<file path="src/rtl/fifo_pkg.sv">
// Shared defaults, lane-count sizing and the assembly-state encoding for the FIFO read packer.
package fifo_pkg;

  localparam int unsigned DATA_WIDTH_DEF = 8;
  localparam int unsigned PACK_RATIO_DEF = 4;

  // Lane counter must hold 0..PACK_RATIO inclusive, hence the extra bit.
  localparam int unsigned LANE_CNT_W = $clog2(PACK_RATIO_DEF) + 1;

  typedef enum logic [1:0] {
    StFill     = 2'd0,
    StComplete = 2'd1,
    StDrain    = 2'd2
  } asm_state_e;

  function automatic int unsigned lane_cnt_width(input int unsigned pack_ratio);
    return $clog2(pack_ratio) + 1;
  endfunction

endpackage

</file>
<file path="src/rtl/pack_out_stage.sv">
// Output register for the packed word: loads on request and holds data/keep/valid until accepted.
module pack_out_stage
  import fifo_pkg::*;
#(
  parameter int unsigned WORD_WIDTH = DATA_WIDTH_DEF * PACK_RATIO_DEF,
  parameter int unsigned KEEP_WIDTH = PACK_RATIO_DEF
) (
  input  logic                  clock,
  input  logic                  reset,
  input  logic                  i_load,
  input  logic [WORD_WIDTH-1:0] i_data,
  input  logic [KEEP_WIDTH-1:0] i_keep,
  input  logic                  i_ready,
  output logic [WORD_WIDTH-1:0] o_data,
  output logic [KEEP_WIDTH-1:0] o_keep,
  output logic                  o_valid,
  output logic                  o_free
);

  logic [WORD_WIDTH-1:0] r_data;
  logic [KEEP_WIDTH-1:0] r_keep;
  logic                  r_valid;

  // Register may take a new word when empty or when the current one leaves this cycle.
  assign o_free  = !r_valid || i_ready;
  assign o_data  = r_data;
  assign o_keep  = r_keep;
  assign o_valid = r_valid;

  // Load a new word, otherwise drop valid once accepted; hold everything while stalled.
  always_ff @(posedge clock) begin
    if (reset) begin
      r_data  <= '0;
      r_keep  <= '0;
      r_valid <= 1'b0;
    end else if (i_load) begin
      r_data  <= i_data;
      r_keep  <= i_keep;
      r_valid <= 1'b1;
    end else if (i_ready) begin
      r_valid <= 1'b0;
    end
  end

endmodule

</file>
<file path="src/rtl/fifo_rd_packer.sv">
// Reads DATA_WIDTH entries from a FIFO and packs PACK_RATIO of them little-endian into one word.
// Optional feature: define FIFO_RD_PACKER_FLUSH_EN to add the flush port and partial-word drain.
module fifo_rd_packer
  import fifo_pkg::*;
#(
  parameter int unsigned DATA_WIDTH = DATA_WIDTH_DEF,
  parameter int unsigned PACK_RATIO = PACK_RATIO_DEF  // 2, 4 or 8
) (
  input  logic                             clock,
  input  logic                             reset,
  input  logic [DATA_WIDTH-1:0]            fifo_data_out,
  input  logic                             fifo_empty,
  output logic                             fifo_read_en,
  output logic [DATA_WIDTH*PACK_RATIO-1:0] out_data,
  output logic [PACK_RATIO-1:0]            out_keep,
  output logic                             out_valid,
  input  logic                             out_ready
`ifdef FIFO_RD_PACKER_FLUSH_EN
  ,
  input  logic                             flush
`endif
);

  localparam int unsigned WordW    = DATA_WIDTH * PACK_RATIO;
  localparam int unsigned LaneCntW = lane_cnt_width(PACK_RATIO);
  localparam logic [LaneCntW-1:0] PackCnt = LaneCntW'(PACK_RATIO);

  asm_state_e          r_state, w_state_d;
  logic [LaneCntW-1:0] r_lane_cnt, w_lane_cnt_d;
  logic                r_inflight;
  logic [WordW-1:0]    r_lanes, w_lanes_d;

  logic [LaneCntW-1:0] w_lane_cap;   // lanes held once this cycle's in-flight entry lands
  logic [LaneCntW-1:0] w_occupancy;  // lanes committed after any move this cycle
  logic [WordW-1:0]    w_word;       // assembled lanes including the in-flight entry
  logic [PACK_RATIO-1:0] w_keep;
  logic                w_flush_req;
  logic                w_drain;
  logic                w_move;
  logic                w_free;

  // Merge the in-flight entry into its lane so a word can complete and move in one cycle.
  always_comb begin
    w_lane_cap = r_lane_cnt + LaneCntW'(r_inflight);
    w_word     = r_lanes;
    for (int unsigned i = 0; i < PACK_RATIO; i++) begin
      if (r_inflight && (r_lane_cnt == LaneCntW'(i))) begin
        w_word[i*DATA_WIDTH +: DATA_WIDTH] = fifo_data_out;
      end
    end
  end

`ifdef FIFO_RD_PACKER_FLUSH_EN
  // Flush only matters when something is assembled or about to be; keep marks filled lanes.
  always_comb begin
    w_flush_req = flush && ((r_lane_cnt != '0) || r_inflight);
    w_keep      = '0;
    for (int unsigned i = 0; i < PACK_RATIO; i++) begin
      w_keep[i] = (LaneCntW'(i) < w_lane_cap);
    end
  end
`else
  // Without flush every emitted word is full.
  always_comb begin
    w_flush_req = 1'b0;
    w_keep      = '1;
  end
`endif

  // Move decision, read gating and next-state for the assembly FSM.
  always_comb begin
    w_drain      = w_flush_req || (r_state == StDrain);
    w_move       = w_free && ((w_lane_cap == PackCnt) || (w_drain && (w_lane_cap != '0)));
    w_occupancy  = w_lane_cap - (w_move ? PackCnt : '0);
    fifo_read_en = !reset && !fifo_empty && !w_drain && (w_occupancy < PackCnt);

    w_lanes_d    = w_move ? '0 : w_word;
    w_lane_cnt_d = w_move ? '0 : w_lane_cap;

    w_state_d = StFill;
    if (w_move) begin
      w_state_d = StFill;
    end else if (w_drain) begin
      w_state_d = StDrain;
    end else if (w_lane_cap == PackCnt) begin
      w_state_d = StComplete;
    end
  end

  // Assembly state, lane storage and the one-deep read pipeline marker.
  always_ff @(posedge clock) begin
    if (reset) begin
      r_state    <= StFill;
      r_lane_cnt <= '0;
      r_inflight <= 1'b0;
      r_lanes    <= '0;
    end else begin
      r_state    <= w_state_d;
      r_lane_cnt <= w_lane_cnt_d;
      r_inflight <= fifo_read_en;
      r_lanes    <= w_lanes_d;
    end
  end

  pack_out_stage #(
    .WORD_WIDTH (WordW),
    .KEEP_WIDTH (PACK_RATIO)
  ) u_out_stage (
    .clock   (clock),
    .reset   (reset),
    .i_load  (w_move),
    .i_data  (w_word),
    .i_keep  (w_keep),
    .i_ready (out_ready),
    .o_data  (out_data),
    .o_keep  (out_keep),
    .o_valid (out_valid),
    .o_free  (w_free)
  );

endmodule

</file>
<file path="config.mk">
export PLATFORM = sky130hd
export DESIGN_NAME = fifo_rd_packer
export DESIGN_NICKNAME = d
export VERILOG_FILES = /design/src/rtl/fifo_pkg.sv /design/src/rtl/pack_out_stage.sv /design/src/rtl/fifo_rd_packer.sv
export SDC_FILE = /design/constraint.sdc
export NUM_CORES = 1
export LEC_CHECK = 0
export CAP_MARGIN = 30
export CELL_PAD_IN_SITES_DETAIL_PLACEMENT = 0
export CELL_PAD_IN_SITES_GLOBAL_PLACEMENT = 1
export CORE_MARGIN = 4
export CORE_UTILIZATION = 38
export DETAILED_ROUTE_END_ITERATION = 12
export PLACE_DENSITY = 0.83
export SLEW_MARGIN = 20
export SYNTH_ARGS = -nofsm -noshare
export SYNTH_HDL_FRONTEND = slang
export SYNTH_HIERARCHICAL = 1
export SYNTH_SLANG_ARGS = --single-unit
export TNS_END_PERCENT = 20
</file>
<file path="constraint.sdc">
create_clock -name clock -period 2.2 [get_ports clock]
set_input_delay 0.44 -clock clock [delete_from_list [all_inputs] [get_ports clock]]
set_output_delay 0.44 -clock clock [all_outputs]
set_load 0.02 [all_outputs]
</file>
# Word level (Yosys, flattened, before mapping)
# Index checks and enable logic that the tools add are counted.
word_totals:
  in_bits: 12
  word_cells: 45
  ff_bits: 72
  output_inout_bits: 38
classes:
  magnitude_cmp: 1
  n_addsub: 2
  n_reduce_logical: 20
  n_eq_ne: 5
  muxes: 9
op_table:
  columns: ["operator", "n"]
  rows:
  - ["8-bit 2-to-1 mux", 4]
  - ["1-bit logical AND", 9]
  - ["3-bit by 2-bit equality test with 1-bit output, second input constant", 2]
  - ["1-bit logical NOT", 4]
  - ["3-bit by 1-bit adder with 3-bit output", 1]
  - ["3-bit by 1-bit equality test with 1-bit output, second input constant", 1]
  - ["3-bit equality test, second input constant", 1]
  - ["3-bit logical NOT", 1]
  - ["3-bit < comparator, second input constant", 1]
  - ["1-bit 2-to-1 mux", 3]
  - ["3-bit 2-to-1 mux", 1]
  - ["3-bit nonzero test", 1]
  - ["3-bit OR reduction", 1]
  - ["3-bit subtractor", 1]
  - ["2-bit equality test, second input constant", 1]
  - ["1-bit logical OR", 2]
  - ["2-bit 2-to-1 mux", 1]
  - ["2-bit nonzero test", 1]
  - ["2-bit OR reduction", 1]

# Longest topological paths before layout
depth:
  word_depth: 9
  ltp_mapped: 10
  ltp_nobuf: 7

# By module
# Netlist, hierarchy kept.
modules_own_cells:
  columns: ["mod", "cells_each", "n_inst", "area_per_inst_um2", "seq_area_each_um2"]
  rows:
  - ["fifo_rd_packer", 137, 1, 1681.6, 760.7]
  - ["pack_out_stage", 120, 1, 1341.3, 740.7]

# Worst setup path after synthesis
# No wires, ideal clock.
synth_path:
  kind: "reg-to-output"
  start: "register r_lane_cnt[0]"
  end: "output port fifo_read_en"
  path_buffers: 0
  path_stages_with_launch: 6
  required_ns: 1.760
  path_slack_ns: -0.522
  arrival_ns: 2.282
  cell_sequence: "dfxtp_1 ha_1 ha_1 xor2_1 nand3_1 a2111oi_0"
synth_via:
  elab_chain_len: 9
  elab_cells_between_ends: 10
  cone_classes: "add/sub (2); order compare (1); eq/ne (1); mux (1); reduce/logical (5)"
synth_rtl:
  columns: ["element", "line", "rtl"]
  rows:
  - ["from (decl)", "fifo_rd_packer.sv:29", "logic [LaneCntW-1:0] r_lane_cnt, w_lane_cnt_d;"]
  - ["from (signal assigned)", "fifo_rd_packer.sv:99", "r_lane_cnt <= w_lane_cnt_d;"]
  - ["3-bit by 1-bit adder with 3-bit output (*)", "fifo_rd_packer.sv:44", "w_lane_cap = r_lane_cnt + LaneCntW'(r_inflight);"]
  - ["3-bit nonzero test", "fifo_rd_packer.sv:73", "w_move = w_free && ((w_lane_cap == PackCnt) || (w_drain && (w_lane_cap != '0)));"]
  - ["1-bit logical AND", "fifo_rd_packer.sv:73", null]
  - ["1-bit logical OR", "fifo_rd_packer.sv:73", null]
  - ["1-bit logical AND", "fifo_rd_packer.sv:73", null]
  - ["3-bit 2-to-1 mux", "fifo_rd_packer.sv:74", "w_occupancy = w_lane_cap - (w_move ? PackCnt : '0);"]
  - ["3-bit subtractor (*)", "fifo_rd_packer.sv:74", null]
  - ["3-bit < comparator (*)", "fifo_rd_packer.sv:75", "fifo_read_en = !reset && !fifo_empty && !w_drain && (w_occupancy < PackCnt);"]
  - ["1-bit logical AND (*)", "fifo_rd_packer.sv:75", null]
  - ["to (decl)", "fifo_rd_packer.sv:13", "output logic fifo_read_en,"]
# Every way passes the cells marked *; elsewhere a longest branch is shown, timed or not.

# Worst setup path in the final report
# Ends and elaborated chain as after synthesis.

==> results.json <==
{
  "final_cell_mix": "dfxtp_1 (73), clkdlybuf4s50_1 (48), nor2_1 (38), mux2i_1 (34), mux2_2 (32)",
  "switching_share_pct": 22.1,
  "postLayoutCoreUtil_pct": 50.5,
  "track_usage_pct": 14.0,
  "start_util_pct": 39.1,
  "io_buffers": 49,
  "ant_nets": 0,
  "routabilityCongestion": 0.793,
  "ys_types": 28,
  "antennaDiodeCount": 0,
  "yosys_warnings": 6,
  "relSlewSlack_pct": 61.6,
  "fmax_mhz": 440,
  "clk_pin_slew_ns": 0.07,
  "core_mm2": 0.00773,
  "worstPathArrival_ns": 1.83,
  "mostFrequentLayoutCell": "dfxtp_1",
  "finalSetupViolations": 1,
  "clkSinkCount": 75,
  "synth_edf_count": 0,
  "dr.pass1.iters": 7,
  "run_status": "finished, violations left",
  "leakagePower_nw": 1.43,
  "cp_max_fo": 2,
  "grt_pass1_wl_um": 10400,
  "vias_per_cell": 4.77,
  "yosysSeqAreaShare_pct": 49.7,
  "comb_power_share_pct": 7.0,
  "fin_tns_setup_ns": -0.0719,
  "async_reset_ff_share_pct": 0,
  "routed_wl_um": 6290,
  "violations": "negative setup slack",
  "avgRoutedWirePerCell_um": 14.8,
  "worstPathRequired_ns": 1.76,
  "syn_inst": 257,
  "root_buffer": "clkbuf_8",
  "drc": 0,
  "overflow": 0,
  "hold_viol_final": 0,
  "layout_setup_ws_ns": -0.0719,
  "pwr_density_cell_mw_per_mm2": 664,
  "synth_area_mm2": 0.00302,
  "ys_ff_latch": 75,
  "grt_max_degree": 41,
  "rows": 32,
  "cp-end-kind": "output port",
  "critPathLaunchType": "flop",
  "avgSynthCellArea_um2": 11.8,
  "tightest_slew_ns": 0.575,
  "n_fill_cell": 700,
  "synthFlopType": "dfxtp_1",
  "p_sw_w": 0.000573,
  "cell_internal_pwr_w": 0.00202,
  "die_x_um": 97.2,
  "clk_latency_ns": 0.34,
  "fp.dieH_um": 97.2,
  "ioPinCount": 50,
  "maxSlewViolCount": 0,
  "place_hpwl_um": 3960,
  "ir_drop_mv": 0.343,
  "skew_ns": 0.00829,
  "drive_above_1_share_pct": 27.6,
  "syn_to_final_growth_pct": 29.2,
  "seqPwrFrac_pct": 53.2,
  "cts_tree": "built",
  "antenna_found_initial": 0,
  "cts_buffer_depth": 2,
  "htree_levels": 3,
  "crit_type": "reg2out",
  "cts_hold_buf": 0,
  "rsz0062_at_grt": "true",
  "hp-class": "reg2reg",
  "die_area_mm2": 0.00945,
  "num_vias": 2029,
  "cts_buffers": 9,
  "fin_crit_sh_pct": 103,
  "nets": 333,
  "grt_pass1_vias": 2125,
  "min_period_ns": 2.27,
  "cap_violations": 0,
  "drtIter0Drc": 48,
  "pwr-share-clk_pct": 39.8
}
==> per-layer routing <==
metal	GRT usage (%)	share of wire (%)	vias up
met4	6.16	2.2	0
met3	4.16	3.7	15
met1	15.2	42	972
li1	-	-	1003
met2	24.9	52	39
met5	0	0	-
==> sequential cells by signal, summed over array words and instances (netlist names) <==
signal and count:
r_lanes 32, u_out_stage/o_data 32, u_out_stage/o_keep 4, r_lane_cnt 3
r_state 2, r_inflight 1, u_out_stage/o_valid 1
==> cell families (layout without fill, tap and decap cells) <==
group	after synthesis	after routing	synth area share, %
adder cells (fa/ha/maj)	2	2	0.828
multiplexers	68	68	23.8
AO/OA/AOI/OAI	5	5	1.32
XOR/XNOR	1	1	0.290
AND/OR/NAND/NOR	84	84	18.0
other	1	4	0.124
flip-flops	75	75	49.7
buffers and inverters	21	84	5.88
==> timing repair <==
action	4_1_cts	5_1_grt
pin swaps	4	0
setup buffers	4	0
hold endpoints to repair	0	0
gates resized for setup	13	4
endpoints found under the setup margin	1	34
==> critical path: stages (launching register included) <==
cell and delay [ns]:
dfxtp_2 0.34, ha_4 0.16, ha_4 0.16, xor2_2 0.15
buf_4 0.15, a2111oi_4 0.34, buf_4 0.20
==> per-stage QoR <==
| step | cell area (um^2) | hold WS (ns) | total power, W | setup WS (ns) | cells |
|---|---|---|---|---|---|
| after floorplan | 3060 | 0.517 | 0.00151 | 0.0486 | 260 |
| after global placement | 3630 | 0.471 | 0.00157 | -0.406 | 406 |
| after detailed placement | 3630 | 0.481 | 0.00157 | -0.441 | 406 |
| after CTS | 3890 | 0.500 | 0.00263 | -0.0863 | 425 |
| after global routing | 3910 | 0.529 | 0.00270 | -0.137 | 425 |
| final | 3910 | 0.497 | 0.00259 | -0.0719 | 425 |
==> synth_stat cells (2+ instances only) <==
master | number | area share (%)
mux2i_1 | 36 | 12
nor3b_2 | 8 | 3.3
nor3b_1 | 26 | 6.5
buf_2 | 7 | 1.2
a2111oi_0 | 2 | 0.58
a31o_2 | 2 | 0.58
nor2_1 | 39 | 4.8
buf_4 | 3 | 0.74
inv_1 | 3 | 0.37
buf_12 | 3 | 2.0
mux2_2 | 32 | 12
dfxtp_1 | 75 | 50
ha_1 | 2 | 0.83
and4bb_2 | 2 | 0.83
buf_6 | 4 | 1.5
==> path summary, 6_finish.rpt <==
path,start,to,slack (ns),cells past startpoint
max,r_lane_cnt[0],fifo_read_en,-0.07,6
min,u_out_stage/o_data[11],u_out_stage/o_data[11],0.50,2
min reg2reg,u_out_stage/o_data[11],u_out_stage/o_data[11],0.50,2
max reg2reg,r_lane_cnt[0],u_out_stage/o_data[12],0.04,11
==> power groups by stage <==
stage	clock network, W	logic [W]	registers (W)
global placement	0	0.000159	0.00141
floorplan	0	0.0000966	0.00141
detailed placement	0	0.000162	0.00141
global route	0.00112	0.000198	0.00138
CTS	0.00107	0.000182	0.00138
finish	0.00103	0.000181	0.00138
==> layout make-up <==
| cell class | instances | area [um^2] | share of cell area (%) |
|---|---|---|---|
| flip-flops and latches | 75 | 1500 | 38.5 |
| multi-input cells | 164 | 1420 | 36.4 |
| repair buffers | 66 | 648 | 16.6 |
| clock buffers | 11 | 141 | 3.62 |
| well taps | 102 | 128 | 3.27 |
| clock inverters | 4 | 51.3 | 1.31 |
| inverters | 3 | 11.3 | 0.288 |
No activity file was read; power rests on OpenSTA's default activity.
